<file path="src/rtl/ascon_byte_loader.sv">
// ascon_byte_loader: byte-stream writer that assembles three 128-bit Ascon operands plus the mode and strobes the core.
// Optional: define ASCON_LOADER_CLEAR_EN to let header bit 6 zero all operand registers.
module ascon_byte_loader #(
   parameter int REG_BYTES    = 16,
   parameter int NUM_OPERANDS = 3
) (
   input  logic         clk,
   input  logic         rst_n,
   input  logic [7:0]   data_in,
   input  logic         data_valid,
   output logic         data_ready,
   output logic         loader_busy,
   output logic [127:0] reg0_128b,
   output logic [127:0] reg1_128b,
   output logic [127:0] reg2_128b,
   output logic [2:0]   operation_mode,
   output logic         operation_ready
);
   typedef enum logic [1:0] {IDLE, LOAD, ISSUE} state_t;
   state_t state, state_nxt;
   logic [3:0] byte_ctr;
   logic [1:0] reg_idx, nregs;
   logic       start, accept, reg_done, last_byte;
   logic       unused;
   assign unused      = ^{data_in[7:6]};
   assign data_ready  = state != ISSUE;
   assign loader_busy = state != IDLE;
   assign accept      = data_valid && data_ready;
   assign reg_done    = byte_ctr == 4'(REG_BYTES - 1);
   assign last_byte   = state == LOAD && accept && reg_done && reg_idx + 2'd1 == nregs;
   always_comb begin
      state_nxt = state;
      unique case (state)
         IDLE:  state_nxt = !accept ? IDLE : data_in[4:3] != 2'd0 ? LOAD : data_in[5] ? ISSUE : IDLE;
         LOAD:  state_nxt = !last_byte ? LOAD : start ? ISSUE : IDLE;
         ISSUE: state_nxt = IDLE;
         default: state_nxt = IDLE;
      endcase
   end
   always_ff @(posedge clk or negedge rst_n) begin
      if (!rst_n) begin
         state           <= IDLE;
         byte_ctr        <= '0;
         reg_idx         <= '0;
         nregs           <= '0;
         start           <= 1'b0;
         reg0_128b       <= '0;
         reg1_128b       <= '0;
         reg2_128b       <= '0;
         operation_mode  <= '0;
         operation_ready <= 1'b0;
      end else begin
         state           <= state_nxt;
         operation_ready <= state_nxt == ISSUE;
         if (state == IDLE && accept) begin
            operation_mode <= data_in[2:0];
            nregs          <= data_in[4:3];
            start          <= data_in[5];
            byte_ctr       <= '0;
            reg_idx        <= '0;
`ifdef ASCON_LOADER_CLEAR_EN
            if (data_in[6]) begin
               reg0_128b <= '0;
               reg1_128b <= '0;
               reg2_128b <= '0;
            end
`endif
         end else if (state == LOAD && accept) begin
            // reg_idx only ever takes 0..2 here because LOAD exits once it reaches nregs
            if (reg_idx == 2'd0) reg0_128b <= {reg0_128b[119:0], data_in};
            else if (reg_idx == 2'd1) reg1_128b <= {reg1_128b[119:0], data_in};
            else reg2_128b <= {reg2_128b[119:0], data_in};
            byte_ctr <= reg_done ? 4'd0 : byte_ctr + 4'd1;
            if (reg_done) reg_idx <= reg_idx + 2'd1;
         end
      end
   end
endmodule

</file>
<file path="config.mk">
export PLATFORM = sky130hd
export DESIGN_NAME = ascon_byte_loader
export DESIGN_NICKNAME = d
export VERILOG_FILES = /design/src/rtl/ascon_byte_loader.sv
export SDC_FILE = /design/constraint.sdc
export NUM_CORES = 1
export LEC_CHECK = 0
export ABC_AREA = 0
export BUFFER_PORTS_ARGS = -buffer_cell sky130_fd_sc_hd__buf_2
export CORE_MARGIN = 2
export CORE_UTILIZATION = 50
export CTS_BUF_LIST = sky130_fd_sc_hd__clkbuf_4 sky130_fd_sc_hd__clkbuf_8
export CTS_CLUSTER_DIAMETER = 50
export DETAILED_ROUTE_END_ITERATION = 8
export PLACE_DENSITY_LB_ADDON = 0.12
export SLEW_MARGIN = 15
export SYNTH_ARGS = -nofsm -noshare
export SYNTH_HDL_FRONTEND = slang
export SYNTH_SLANG_ARGS = --single-unit
</file>
<file path="constraint.sdc">
create_clock -name clk -period 2 [get_ports clk]
set_input_delay 0.1 -clock clk [delete_from_list [all_inputs] [get_ports clk]]
set_output_delay 0.1 -clock clk [all_outputs]
set_load 0.1 [all_outputs]
</file>
==> summary.md, run 1 <==
| Metric | Value |
|---|---|
| Post-synth ARST share | `100.0%` |
| Synth top area share | `65.94%` |
| Synth Area in Compound Gates | `0.5867%` |
| Total core area | `29720 um^2` |
| Post-layout net count | `1368` |
| Synthesized instance count | `between 800 and 900` |
| Routed vias | `9048` |
| CTS resizes | `0` |
| Max-slew headroom | `63.11%` |
| Fin crit share | `94.92%` |
| Status | `finished, final reports clean` |
| Synth Area in Adders | `0.2479%` |
| Crit path max-delay family | `buffers and inverters` |
| Hpwl dp | `24780 um` |
| Largest family of logic cells by synthesized area | `multiplexers` |
| Clk slew on worst S/H paths | `about 0.060 ns` |
| GRT overflow | `0` |
| Worst Path Max Fanout | `23` |
| First-pass GRT wire length | `about 53000 um` |
| Slowest stage delay, CP | `0.41 ns` |
| Port bufs | `400` |
| Critical path, cell by cell | `inv_1 -> ha_1 -> nor3_4 -> buf_12 -> buf_4 -> mux2_2` |
| Slew @ Worst Pin | `0.5573 ns` |
| CTS Buf Count | `67` |
| Crit Path Category | `reg -> reg` |
| Number of global-route vias before repair | `just over 9k` |
| Max-slew violation count | `0` |
| Distinct cells, synth | `29` |
| Cell taking the most area after synthesis | `dfrtp_1` |
| Final ANT Viol Nets | `0` |
| CTS sink cnt | `399` |
| Post-synthesis simple-gate area fraction | `1.124%` |
| Global placement routability congestion | `a little under 0.8` |
| Setup TNS | `0 ns` |
| Synthesis Warnings | `0` |
| Total number of cells along the worst setup path | `6` |
| Capturing point of the worst reg2reg path | `reg2_128b[76]$_DFFE_PN0P_` |
| Crit start category | `flop` |
| Fin crit period | `between 1.5 and 2 ns` |
| RSZ-0062 raised after global routing | `no` |
| CTS tree | `built` |
| Root buffer cell | `clkbuf_8` |
| WP buf/inv | `3` |
| Net Count, Synth | `approximately 900` |
| Crit. End Element | `flop` |
| Area growth, synth to finish | `27.71%` |
| Setup-failing EPs final | `0` |
| Placement Rows | `63` |
| Die footprint | `31690 um^2` |
| Ant. Diodes | `0` |
| Total Wirelength | `between 30000 and 40000 um` |
| Skew final | `0.01993 ns` |
| Synth Flop Type | `dfrtp_1` |
| GRT Total Usage | `21.49%` |
| Critical Path AT | `2.33 ns` |
| Slowest stage cell on the critical path | `dfrtp_1` |
| Reg2Reg Depth | `6` |
| Skew-Pair Late Insertion Delay | `approximately 0.57 ns` |
| MaxCap Viol Count | `0` |
| # fillers | `2272` |
| Largest net degree at the start of global routing | `65` |
| Top cells by instance count after synthesis | `dfrtp_1 (399), mux2_1 (220), mux2_2 (149)` |
| Top-count cell post-synth | `dfrtp_1` |
| Layout cells sized above 1 | `51.82%` |
| Register area share after synthesis | `65.94%` |
| Max Clk Rate | `526.8 MHz` |
| Tightest Hold Check Type | `in -> async` |
| Number of flops mapped to enable cells by yosys | `0` |
| Die W | `178.0 um` |
| Worst EP required | `roughly 2.4 ns` |
| Mapped Area | `approximately 15000 um^2` |
| Top Ports | `401` |
| XOR/XNOR share of the synthesized area | `0.1157%` |
| Initial Utilization | `50.95%` |
| Starting DRT DRC Count | `332` |
| DRC | `0` |
| Initial antenna violation count | `0` |
| R2r setup slk | `0.10 ns` |
| Final Hold Viols | `0` |
| Post-synthesis register bit count | `between 300 and 400` |
| Die H | `178.0 um` |
| H-tree depth | `3` |
| Initial DRT Pass Iterations | `4` |
| Syn Area/Cell | `between 15 and 20 um^2` |
| Worst r2r src | `reg_idx[0]$_DFFE_PN0P_` |
| Wirelength per Cell | `19.23 um` |
| Vias/cell | `5.046` |
| Max Buffers Root-to-Sink | `3` |
| Post-synthesis mux area share | `29.49%` |
| Synth top area cells | `dfrtp_1 (66%), mux2_1 (16%), mux2_2 (11%)` |
-- state kept, by name (all words and copies together), names as in the netlist --
name / flops
operation_ready: 1
nregs: 2
byte_ctr: 4
reg0_128b: 128
operation_mode: 3
reg2_128b: 128
state: 2
reg1_128b: 128
reg_idx: 2
start: 1
-- what timing repair did --
action | 4_1_cts | 5_1_grt
hold buffers | 10 | 0
setup buffers | 0 | 0
hold endpoints to repair | 383 | 0
-- kinds of logic after synthesis --
family | Yosys count
AO/OA/AOI/OAI | 15
flip-flops | 399
XOR/XNOR | 2
adder cells (fa/ha/maj) | 3
AND/OR/NAND/NOR | 27
multiplexers | 390
buffers and inverters | 48
-- per-stage QoR --
| step | area, um^2 | util [%] | hold slack, ns | setup WS, ns | std cells |
|---|---|---|---|---|---|
| 2_1_floorplan | 15140 | - | -0.1956 | 0.3152 | 884 |
| 3_3_place_gp | 17840 | 60.04 | 0.07130 | 0.1512 | 1665 |
| 3_5_place_dp | 17840 | 60.04 | 0.07333 | 0.1102 | 1665 |
| 4_1_cts | 19340 | 65.07 | 0.05955 | 0.1031 | 1793 |
| 5_1_grt | 19340 | 65.07 | 0.07777 | 0.002294 | 1793 |
| 6_report | 19340 | 65.07 | 0.07849 | 0.1017 | 1793 |
-- cell usage in the layout (no fill, tap or decap), drive strengths merged, types with 3 or more instances in the layout --
cell type,instances
clkinv,6
dlygate4sd3,10
mux2,389
nand2b,5
dfrtp,399
buf,435
inv,7
a21oi,3
ha,3
nand2,6
clkbuf,107
nor2,3
o21ai,9
-- area by class of cell --
cell class / count / area [um^2] / area share (%)
Clock buffer: 107 / 1323 / 6.839
Sequential cell: 399 / 9985 / 51.63
Timing Repair Buffer: 445 / 2663 / 13.77
Tap cell: 390 / 488.0 / 2.523
Clock inverter: 11 / 71.32 / 0.3688
Inverter: 4 / 15.01 / 0.07764
Multi-Input combinational cell: 437 / 4793 / 24.79
-- routing by layer --
metal,share of wire (%),vias to the layer above,GRT usage [%],wire length (um)
li1,-,4106,-,-
met4,2.6,0,7.036,890
met2,47,311,33.98,16100
met1,42,4565,27.64,14390
met3,9.0,66,7.843,3108
met5,0,-,0,0
-- worst max-delay path by stage --
stage	start	end	slack (ns)
2_1_floorplan	reg_idx[0]$_DFFE_PN0P_	reg2_128b[107]$_DFFE_PN0P_	0.32
3_3_place_gp	reg_idx[0]$_DFFE_PN0P_	reg2_128b[105]$_DFFE_PN0P_	0.15
3_5_place_dp	reg_idx[0]$_DFFE_PN0P_	reg2_128b[76]$_DFFE_PN0P_	0.11
4_1_cts	reg_idx[0]$_DFFE_PN0P_	reg2_128b[76]$_DFFE_PN0P_	0.10
5_1_grt	reg_idx[0]$_DFFE_PN0P_	reg2_128b[84]$_DFFE_PN0P_	0.002
6_report	reg_idx[0]$_DFFE_PN0P_	reg2_128b[76]$_DFFE_PN0P_	0.10
Power of run 1 is not shown: default switching activity piles up to over one toggle a cycle in this logic, so the estimate is an artifact.
==> inputs of run 2 (changes only) <==
RECOVER_POWER = 100   (was not set)
==> run 2 against run 1 <==
  * The flow now finishes with violations (capacitance limit, slew limit)
  * Final cell count unchanged
  * Sequential share of layout area rose by 0.64 points
  * First-iteration DRC count up 8.1%
  * Highest routed layer unchanged
  * Wire length decreased by 0.15%
  * Clock skew down 0.0019 ns
  * Cell area fell by 1.2%
  * Worst hold slack improved by 0.29 ns
==> summary.md, run 2 (synthesis results as in run 1) <==
| Metric | Value |
|---|---|
| Number of global-route vias before repair | `9281 (unchanged)` |
| # fillers | `2313 (+1.8%)` |
| Registers with the most flip-flops | `reg0_128b x128, reg1_128b x128, reg2_128b x128` |
| Slowest stage cell on the critical path | `dfrtp_1` |
| H-tree depth | `3 (unchanged)` |
| Design area | `19100 um^2 (-1.2%)` |
| Setup TNS | `0 ns (unchanged)` |
| Hpwl dp | `24780 um (unchanged)` |
| Starting DRT DRC Count | `359 (+8.1%)` |
| Skew-Pair Late Insertion Delay | `0.57 ns (about the same)` |
| Largest net degree at the start of global routing | `65 (unchanged)` |
| Final Hold Viols | `0 (unchanged)` |
| Crit start category | `flop` |
| Total Wirelength | `34430 um (-0.15%)` |
| First-pass GRT wire length | `52870 um (unchanged)` |
| Worst Path Max Fanout | `6 (-74%)` |
| Hold WS | `0.3670 ns (+0.2885 ns)` |
| Max Clk Rate | `519.0 MHz (-1.5%)` |
| Slowest stage delay, CP | `0.44 ns (+0.03 ns)` |
| Port bufs | `400 (unchanged)` |
| Fin crit period | `1.927 ns (+0.02852 ns)` |
| Final core utilization | `64.28% (-0.79 points)` |
| Initial Utilization | `50.95% (unchanged)` |
| Total core area | `29720 um^2 (unchanged)` |
| GRT Total Usage | `21.49% (unchanged)` |
| Global placement routability congestion | `0.7707 (unchanged)` |
| Violated checks | `capacitance limit, slew limit` |
| CTS sink cnt | `399 (unchanged)` |
| Footprint of the multi-input gates | `4725 um^2 (-1.4%)` |
| Critical path, cell by cell | `buf_4 -> or2_2 -> clkbuf_2` |
| Die footprint | `31690 um^2 (unchanged)` |
| Slew @ Worst Pin | `1.586 ns (+1.029 ns)` |
| Layout cells sized above 1 | `50.39% (-1.4 points)` |
| Routed vias | `9044 (-0.044%)` |
| Sequential cell area | `9985 um^2 (unchanged)` |
| GRT overflow | `0 (unchanged)` |
| Die W | `178.0 um (unchanged)` |
| Worst EP required | `1.90 ns (-0.54 ns)` |
| Top Ports | `401 (unchanged)` |
| MaxCap Viol Count | `1 (+1)` |
| Commonest non-fill, non-tap cell in the layout | `dfrtp_1` |
| Ant. Diodes | `0 (unchanged)` |
| Max-slew headroom | `-5.727% (-69 points)` |
| Setup-failing EPs final | `0 (unchanged)` |
| Post-cts hold buffer count | `10 (unchanged)` |
| Die H | `178.0 um (unchanged)` |
| Root buffer cell | `clkbuf_8` |
| Crit path max-delay family | `buffers and inverters` |
| RSZ-0062 raised after global routing | `no` |
| CTS resizes | `0 (unchanged)` |
| Post-CTS Setup Bufs | `0 (unchanged)` |
| Max Buffers Root-to-Sink | `3 (unchanged)` |
| Crit Path Category | `reg -> out` |
| Post-layout net count | `1368 (unchanged)` |
| Final ANT Viol Nets | `0 (unchanged)` |
| CTS tree | `built` |
| Area after DPL | `17840 um^2 (unchanged)` |
| Clk slew on worst S/H paths | `0.06 ns (about the same)` |
| Area growth, synth to finish | `26.15%` |
| Initial antenna violation count | `0 (unchanged)` |
| Crit. End Element | `output port` |
| Placement Rows | `63 (unchanged)` |
| DRC | `0 (unchanged)` |
| Vias/cell | `5.044 (about the same)` |
| Tightest Hold Check Type | `in -> reg` |
| Wirelength per Cell | `19.20 um (-0.15%)` |
| Max-slew violation count | `50 (+50)` |
| CTS Buf Count | `67 (unchanged)` |
| Fin crit share | `96.34% (+1.4 points)` |
| Status | `complete, but fails checks` |
| Most frequent cells in the layout | `dfrtp_1 (399), clkbuf_2 (396), mux2_1 (237)` |
| Critical Path AT | `1.83 ns (-0.50 ns)` |
| WP buf/inv | `2 (-1)` |
| Skew final | `0.01800 ns (-0.001929 ns)` |
| Initial DRT Pass Iterations | `4 (unchanged)` |
## run 2: changes by cell type in the layout (fill, tap and decap cells not counted), sizes merged
cell	delta
clkbuf	+401
buf	-401
## run 2: final timing paths
kind,end,slack [ns],cells past startpoint,start
setup / recovery,loader_busy,0.07,3,state[0]$_DFF_PN0_
hold / removal,reg0_128b[7]$_DFFE_PN0P_,0.37,3,data_in[7]
setup reg to reg,reg2_128b[68]$_DFFE_PN0P_,0.12,6,reg_idx[0]$_DFFE_PN0P_
hold reg to reg,reg0_128b[120]$_DFFE_PN0P_,0.49,1,reg0_128b[120]$_DFFE_PN0P_
max in group asynchronous,reg1_128b[98]$_DFFE_PN0P_,0.29,4,rst_n
min in group asynchronous,reg1_128b[111]$_DFFE_PN0P_,0.48,2,rst_n
## run 2: routing by layer
layer / share of wire [%] / vias up / global-route usage (%)
met5: 0 / - / 0
met4: 2.6 / 0 / 7.036
met3: 9.0 / 65 / 7.843
met2: 47 / 304 / 33.98
met1: 42 / 4571 / 27.64
li1: - / 4104 / -
## run 2: layout make-up
cell class | count | share of cell area (%)
Multi-Input combinational cell | 437 | 24.73
Tap cell | 390 | 2.555
Clock buffer | 107 | 6.923
Clock inverter | 11 | 0.3734
Inverter | 4 | 0.07860
Timing Repair Buffer | 445 | 13.07
Sequential cell | 399 | 52.27
## run 2: metrics by stage
| step | instances | setup slack [ns] |
|---|---|---|
| final | 1793 | 0.07317 |
| after global routing | 1793 | 0.004154 |
| after CTS | 1793 | 0.1031 |
| after detailed placement | 1665 | 0.1102 |
| after global placement | 1665 | 0.1512 |
| after floorplan | 884 | 0.3152 |
## run 2: tightest hold or removal path, stage by stage
cell           delay, ns
dlygate4sd3_1       0.53
buf_2               0.14
mux2_1              0.13
Power of run 2 is left out for the same reason.
==> inputs of run 3 (changes only) <==
--- a/config.mk
+++ b/config.mk
@@ -13,4 +13,5 @@
 export CTS_CLUSTER_DIAMETER = 50
 export DETAILED_ROUTE_END_ITERATION = 8
+export GPL_TIMING_DRIVEN = 0
 export PLACE_DENSITY_LB_ADDON = 0.12
 export RECOVER_POWER = 100
==> constraint.sdc (replaced) <==
create_clock -name clk -period 2 [get_ports clk]
set_input_delay 0 -clock clk [delete_from_list [all_inputs] [get_ports clk]]
set_output_delay 0 -clock clk [all_outputs]
set_load 0.1 [all_outputs]
==> run 3 against run 2 <==
  * The flow now finishes without violations
  * Clock skew is 0.0059 ns higher
  * Worst hold slack got worse by 0.12 ns
  * Via count rose by 0.21%
  * Register-to-register slack worse by 0.02 ns
  * Flip-flop and latch count unchanged
  * Wire length up 0.65%
  * Cell area grew 0.42%
  * First-iteration DRC count rose by 4.7%
  * Die area unchanged
  * Final cell count up 0.39%
  * Global-route usage increased by 0.53 points
  * Highest routed layer unchanged
==> summary.md, run 3 (synthesis results as in run 1) <==
| Metric | Value |
|---|---|
| Max Clk Rate | `527.2 MHz (+1.6%)` |
| Critical path, cell by cell | `buf_4 -> nor3b_1 -> clkbuf_1 -> mux2_2` |
| Hpwl dp | `25530 um (+3.0%)` |
| Initial DRT Pass Iterations | `4 (unchanged)` |
| Tightest Hold Check Type | `in -> reg` |
| Max-slew headroom | `46.57% (+52 points)` |
| Top Ports | `401 (unchanged)` |
| CTS tree | `built` |
| Final core utilization | `64.55% (+0.27 points)` |
| Post-layout net count | `1384 (+1.2%)` |
| Fin crit share | `94.85% (-1.5 points)` |
| Crit start category | `flop` |
| Skew-Pair Late Insertion Delay | `0.56 ns (about the same)` |
| MaxCap Viol Count | `0 (-1)` |
| Ant. Diodes | `0 (unchanged)` |
| DRC | `0 (unchanged)` |
| Area growth, synth to finish | `26.68%` |
| Critical Path AT | `2.33 ns (+0.50 ns)` |
| Placement Rows | `63 (unchanged)` |
| Fin crit period | `1.897 ns (-0.02990 ns)` |
| # fillers | `2284 (-1.3%)` |
| Initial antenna violation count | `0 (unchanged)` |
| Slowest stage delay, CP | `0.45 ns (about the same)` |
| WP buf/inv | `2 (unchanged)` |
| Registers with the most flip-flops | `reg0_128b x128, reg1_128b x128, reg2_128b x128` |
| Crit Path Category | `reg -> reg` |
| Commonest non-fill, non-tap cell in the layout | `dfrtp_1` |
| Vias/cell | `5.035 (-0.18%)` |
| Max Buffers Root-to-Sink | `3 (unchanged)` |
| Layout cells sized above 1 | `51.77% (+1.4 points)` |
| GRT Total Usage | `22.02% (+0.53 points)` |
| Root buffer cell | `clkbuf_8` |
| Max-slew violation count | `0 (-100%)` |
| Skew final | `0.02392 ns (+0.005916 ns)` |
| CTS sink cnt | `399 (unchanged)` |
| Number of global-route vias before repair | `9501 (+2.4%)` |
| Total core area | `29720 um^2 (unchanged)` |
| Clk slew on worst S/H paths | `0.06 ns (about the same)` |
| Setup-failing EPs final | `0 (unchanged)` |
| Slew @ Worst Pin | `0.8014 ns (-0.7845 ns)` |
| Initial Utilization | `50.95% (unchanged)` |
| Wirelength per Cell | `19.25 um (+0.26%)` |
| Port bufs | `400 (unchanged)` |
| Final ANT Viol Nets | `0 (unchanged)` |
| Crit path max-delay family | `buffers and inverters` |
| Status | `finished, final reports clean` |
| CTS Buf Count | `68 (+1.5%)` |
| H-tree depth | `3 (unchanged)` |
| Global placement routability congestion | `0.7405 (-3.9%)` |
| Worst EP required | `2.44 ns (+0.54 ns)` |
| Starting DRT DRC Count | `376 (+4.7%)` |
| Largest net degree at the start of global routing | `105 (+62%)` |
| Total Wirelength | `34660 um (+0.65%)` |
| Die footprint | `31690 um^2 (unchanged)` |
| Crit. End Element | `flop` |
| Die H | `178.0 um (unchanged)` |
| RSZ-0062 raised after global routing | `yes` |
| Routed vias | `9063 (+0.21%)` |
| Final Hold Viols | `0 (unchanged)` |
| Most frequent cells in the layout | `dfrtp_1 (399), clkbuf_2 (393), mux2_1 (220)` |
| GRT overflow | `0 (unchanged)` |
| Slowest stage cell on the critical path | `nor3b_1` |
| First-pass GRT wire length | `53990 um (+2.1%)` |
| Die W | `178.0 um (unchanged)` |
| Worst Path Max Fanout | `10 (+4)` |
run 3: cell types whose count changed in the layout (fill, tap and decap cells not counted), moves of 2 or more:
cell / delta
mux2_4: +17
buf_12: -9
buf_16: +3
clkbuf_2: -3
buf_4: +15
mux2_1: -17
clkinv_2: -3
buf_6: -7
inv_6: -2
clkbuf_4: +8
run 3: worst min-delay path: stages:
cell and delay (ns):
dlygate4sd3_1 0.52, buf_2 0.13, mux2_1 0.12
run 3: final timing paths:
check	depth (start not counted)	endpoint	slack (ns)	start
min in group asynchronous	4	reg1_128b[126]$_DFFE_PN0P_	0.85	rst_n
setup reg to reg	4	operation_mode[0]$_DFFE_PN0P_	0.10	state[0]$_DFF_PN0_
hold reg to reg	1	reg0_128b[122]$_DFFE_PN0P_	0.49	reg0_128b[122]$_DFFE_PN0P_
hold / removal	3	reg1_128b[7]$_DFFE_PN0P_	0.24	data_in[7]
max in group asynchronous	5	reg0_128b[24]$_DFFE_PN0P_	0.22	rst_n
setup / recovery	4	operation_mode[0]$_DFFE_PN0P_	0.10	state[0]$_DFF_PN0_
run 3: metrics by stage:
step	area [um^2]	hold slack, ns	cells	setup WS [ns]	TNS, ns
finish	19180	0.2431	1800	0.1031	0
global route	19180	0.2124	1800	-0.01391	-0.2096
CTS	19250	0.2167	1800	0.03538	0
detailed placement	17750	-0.1039	1678	0.04085	0
global placement	17630	0.2565	1674	-6.953	-2756.69
floorplan	15140	-0.2956	884	0.3152	0
run 3: repair_timing:
item / CTS / global route
setup endpoints to repair: 0 / 123
hold buffers: 12 / 0
buffers inserted: 0 / 0
hold endpoints to repair: 269 / 0
resized for setup: 0 / 5
run 3: cell type report:
cell class	count	area [um^2]	share of cell area, %
well taps	390	488.0	2.544
clock buffers	101	1277	6.660
plain buffers	44	335.3	1.748
inverters	4	15.01	0.07827
multi-input cells	437	4780	24.92
repair buffers	416	2213	11.54
flip-flops and latches	399	9985	52.05
clock inverters	9	88.84	0.4631
run 3: per-layer routing:
layer	vias to the layer above	global-route usage, %	wire length, um
met1	4586	27.69	14100
li1	4106	-	-
met3	73	8.546	3356
met4	0	7.104	909
met2	298	35.19	16290
met5	-	0	0
Power of run 3 is left out for the same reason.
